===== config.mk =====
export PLATFORM = sky130hd
export DESIGN_NAME = vending_machine
export DESIGN_NICKNAME = d
export VERILOG_FILES = /design/src/rtl/vending_pkg.sv /design/src/rtl/vending_machine.sv
export SDC_FILE = /design/constraint.sdc
export NUM_CORES = 1
export LEC_CHECK = 0
export CORE_UTILIZATION = 58
export CTS_CLUSTER_DIAMETER = 40
export CTS_CLUSTER_SIZE = 16
export DETAILED_ROUTE_END_ITERATION = 12
export GPL_TIMING_DRIVEN = 0
export PLACE_DENSITY = 0.76
export SLEW_MARGIN = 20
export SYNTH_ARGS = -nofsm -noshare
export SYNTH_HDL_FRONTEND = slang
export SYNTH_SLANG_ARGS = --single-unit

===== constraint.sdc =====
create_clock -name clk -period 4.67 [get_ports clk]
set_clock_uncertainty 0.05 [all_clocks]
set_input_delay 0.467 -clock clk [delete_from_list [all_inputs] [get_ports clk]]
set_output_delay 0.467 -clock clk [all_outputs]
set_load 0.02 [all_outputs]

===== src/rtl/vending_pkg.sv =====
// Shared constants, state encoding and coin decoding for the newspaper vending controller.
package vending_pkg;

  localparam int unsigned COIN_W = 3;
  localparam int unsigned VAL_W  = 6;

  localparam logic [COIN_W-1:0] COIN_NONE = 3'b000;
  localparam logic [COIN_W-1:0] COIN_5    = 3'b001;
  localparam logic [COIN_W-1:0] COIN_10   = 3'b010;
  localparam logic [COIN_W-1:0] COIN_20   = 3'b011;
  localparam logic [COIN_W-1:0] COIN_50   = 3'b100;

  localparam logic [VAL_W-1:0] VAL_5  = 6'd5;
  localparam logic [VAL_W-1:0] VAL_10 = 6'd10;
  localparam logic [VAL_W-1:0] VAL_20 = 6'd20;
  localparam logic [VAL_W-1:0] VAL_50 = 6'd50;
  localparam logic [VAL_W-1:0] PRICE  = 6'd15;

  typedef enum logic [2:0] {
    S0    = 3'd0,
    S5    = 3'd1,
    S10   = 3'd2,
    PAY5  = 3'd3,
    PAY10 = 3'd4
  } state_t;

  // Unit value of a coin code; none and invalid codes are worth zero.
  function automatic logic [VAL_W-1:0] coin_value(input logic [COIN_W-1:0] code);
    case (code)
      COIN_5:  coin_value = VAL_5;
      COIN_10: coin_value = VAL_10;
      COIN_20: coin_value = VAL_20;
      COIN_50: coin_value = VAL_50;
      default: coin_value = '0;
    endcase
  endfunction

endpackage


===== src/rtl/vending_machine.sv =====
// Coin-accumulating vend controller: one vend pulse per 15 units, greedy change pulses,
// and a single follow-up payout cycle when the change needs a second coin of one denomination.
module vending_machine
  import vending_pkg::*;
(
  input  logic              clk,
  input  logic              rst,
  input  logic [COIN_W-1:0] coin,
  output logic              nw_pa,
  output logic              ret5,
  output logic              ret10,
  output logic              ret20
);

  state_t state_q, state_d;
  logic   nw_pa_d, ret5_d, ret10_d, ret20_d;
  logic [VAL_W-1:0] credit, value, sum, rem;

  always_ff @(posedge clk or posedge rst) begin
    if (rst) begin
      state_q <= S0;
      nw_pa   <= 1'b0;
      ret5    <= 1'b0;
      ret10   <= 1'b0;
      ret20   <= 1'b0;
    end else begin
      state_q <= state_d;
      nw_pa   <= nw_pa_d;
      ret5    <= ret5_d;
      ret10   <= ret10_d;
      ret20   <= ret20_d;
    end
  end

  always_comb begin
    state_d = state_q;
    nw_pa_d = 1'b0;
    ret5_d  = 1'b0;
    ret10_d = 1'b0;
    ret20_d = 1'b0;
    rem     = '0;
    value   = coin_value(coin);

    case (state_q)
      S5:      credit = VAL_5;
      S10:     credit = VAL_10;
      default: credit = '0;
    endcase
    sum = credit + value;

    case (state_q)
      // Coins arriving during payout are dropped on purpose.
      PAY5: begin
        ret5_d  = 1'b1;
        state_d = S0;
      end
      PAY10: begin
        ret10_d = 1'b1;
        state_d = S0;
      end
      default: begin
        if (value != '0) begin
          if (sum >= PRICE) begin
            nw_pa_d = 1'b1;
            rem     = sum - PRICE;
            if (rem >= VAL_20) begin
              ret20_d = 1'b1;
              rem     = rem - VAL_20;
            end
            if (rem >= VAL_10) begin
              ret10_d = 1'b1;
              rem     = rem - VAL_10;
            end
            if (rem >= VAL_5) begin
              ret5_d = 1'b1;
              rem    = rem - VAL_5;
            end
            // Greedy leaves at most one extra 5 or 10 still owed.
            if (rem == VAL_10)     state_d = PAY10;
            else if (rem == VAL_5) state_d = PAY5;
            else                   state_d = S0;
          end else begin
            state_d = (sum == VAL_10) ? S10 : S5;
          end
        end
      end
    endcase
  end

endmodule


==> out/qor.csv <==
metric,value,unit
status,completed,
met3_usage,3.85,%
max_cap_viol_count,0,
cts.clk_slew.worst_paths,0.05,ns
cts.sinks,7,
synth-simple-area-share,27.1,%
root_buffer,clkbuf_4,
worstPathArrival,4.58,ns
post-route-min-period,4.49,ns
rsz0062_at_grt,no,
synthAdderAreaFrac,11.1,%
tightest_slew,0.627,ns
cp_top_family,compound AO/OA/AOI/OAI gates,
setup_violations,0,
muxShareOfSynthArea,2.66,%
drv_slew,0,
dpl.hpwl,2060,µm
crit_buf_inv,4,
path_class,in -> reg,
post-route-drc-count,0,
crit_chain,clkdlybuf4s50_1 -> xnor2_1 -> nor2_2 -> inv_1 -> fa_2 -> inv_1 -> ha_1 -> xnor2_1 -> inv_2 -> ha_4 -> and4bb_2 -> a221o_1 -> a311oi_4 -> mux2i_1 -> a211oi_2 -> a32o_1,
max_slew_margin,58.1,%
placed_area,1290,µm²
clk_path_buf_depth,2,
synth_warnings,0,
initial_core_util,64.5,%
cts_max_level,1,
die_h,47.0,µm
finalCritPeriodShare,96.2,%
avgSynthCellArea,8.77,µm²
timing.final.ws_setup,0.178,ns
slowest_stage,clkdlybuf4s50_1,
wl_per_cell,16.8,µm
fmax,223,MHz
grt_max_degree,11,
num_rows,15,
cp-start-kind,primary input,
io_buffers,8,
drt_iter0_drc,55,
core_area,1820,µm²
grt_util_met2,42.2,%
vias,1205,
synth_nets,148,
grt_overflow,0,
synth_edf_count,0,
cts_tree,done,
power,0.00118,W
n_antenna_cell,0,
cp_max_fo,7,
wl,3040,µm
drive_gt1_share,26.3,%
n_fill_cell,123,
die_width,47.0,µm
synthCells,134,
synth_xor_area_share,6.82,%
leakage,0.628,nW
synth_area_leader_cell,dfrtp_1,
syn-cell-area,1170,µm²
multi_input_area,1020,µm²
antenna_found_initial,0,
track_usage,26.5,%
synth_top_area_share,14.9,%
register_area,175,µm²
grt_pass1_vias,1019,
slowest_delay,0.62,ns
synthTopCellsByArea,"dfrtp_1 (15%), ha_1 (8.5%), nor2_1 (4.5%)",
postRouteAntennaNets,0,
nets,171,
worst_ep_required_time,4.76,ns
ys_types,60,
async_flop_share,100,%
synth_compound_area_share,34.3,%
endpoint_kind,register,
synth_top_family_by_area,compound AO/OA/AOI/OAI gates,
busiest_layer,met2,
numCtsBuffers,3,
final_cell_area,1450,µm²
hp-class,in -> async,
ys_ff_latch,7,
mostFrequentLayoutCells,"nor2_1 (13), buf_4 (10), inv_1 (9)",
p_per_area,814,nW/µm²
synth_flop_cell,dfrtp_1,
hold_viol,0,
drt_pass1_iterations,4,
syn2layout_area_growth,23.3,%
use_met1,35.1,%
die_area,2210,µm²
final_common_cell,nor2_1,
ios,9,
place_ws,-0.609,ns
grt_pass1_wl,4220,µm
vdd_drop_max,0.000740,V
detail_route.vias_per_cell,6.66,
synth_seq_area_share,14.9,%
clock_latency,0.25,ns
routabilityCongestion,0.942,
-- per-layer routing --
layer,share of wire (%),routed length (µm)
met5,0,0
met4,2.4,72
met3,6.8,207
met2,49,1480
met1,42,1280
-- Yosys cell counts, drive strengths merged (3+ instances only) --
| master | n |
|---|---|
| dfrtp | 7 |
| o21ai | 5 |
| xnor2 | 5 |
| nor3b | 4 |
| o211ai | 3 |
| or2 | 3 |
| nand2b | 4 |
| inv | 10 |
| nor2 | 15 |
| ha | 8 |
| nand2 | 7 |
| a211oi | 5 |
| nor3 | 8 |
| o221ai | 4 |
-- cells by family (layout without fill, tap and decap cells) --
group                    count (synthesis)  after routing
AND/OR/NAND/NOR                         53             53
AO/OA/AOI/OAI                           44             44
flip-flops                               7              7
adder cells (fa/ha/maj)                 10             10
multiplexers                             3              3
buffers and inverters                   10             32
XOR/XNOR                                 7              7
-- final timing paths --
path	start	end	slack (ns)	depth (start not counted)
min in group clk	state_q[2]$_DFFE_PP0P_	state_q[2]$_DFFE_PP0P_	0.52	1
worst min-delay path	rst	state_q[1]$_DFFE_PP0P_	0.38	2
worst min register to register	state_q[2]$_DFFE_PP0P_	state_q[2]$_DFFE_PP0P_	0.52	1
worst max-delay path	coin[1]	state_q[2]$_DFFE_PP0P_	0.18	16
max in group asynchronous	rst	ret20$_DFF_PP0_	3.99	2
worst max register to register	state_q[2]$_DFFE_PP0P_	state_q[2]$_DFFE_PP0P_	0.32	15
-- area by class of cell --
class	count	area share [%]
Multi-Input combinational cell	117	70.3
Sequential cell	7	12.1
Timing Repair Buffer	18	11.1
Inverter	10	2.59
Tap cell	25	2.16
Clock buffer	4	1.81
-- where the power goes --
group / internal [W] / leakage, nW / switching [W]
sequential: 0.0000781 / 0.0935 / 0.0000107
clock: 0.0000326 / 0.0150 / 0.0000220
combinational: 0.000436 / 0.520 / 0.000600
-- per-stage QoR --
stage | TNS (ns) | hold slack, ns | util (%) | instances
finish | 0 | 0.384 | 79.6 | 181
global placement | -1.76 | 0.501 | 70.7 | 167
global route | 0 | 0.413 | 79.6 | 181
CTS | 0 | 0.389 | 74.9 | 175
detailed placement | -2.39 | 0.514 | 70.7 | 167
floorplan | 0 | 0.220 | - | 134
-- flip-flops by register name, summed over array words and instances, names as in the netlist --
register and count:
ret10 1, nw_pa 1, state_q 3, ret5 1
ret20 1
-- repair_timing --
item / in CTS / in global routing
gates resized for setup: 4 / 9
hold buffers: 0 / 0
setup buffers: 4 / 6
pin swaps: 2 / 2
endpoints found under the setup margin: 4 / 5
Note: power is estimated with default switching activity, not from simulation.
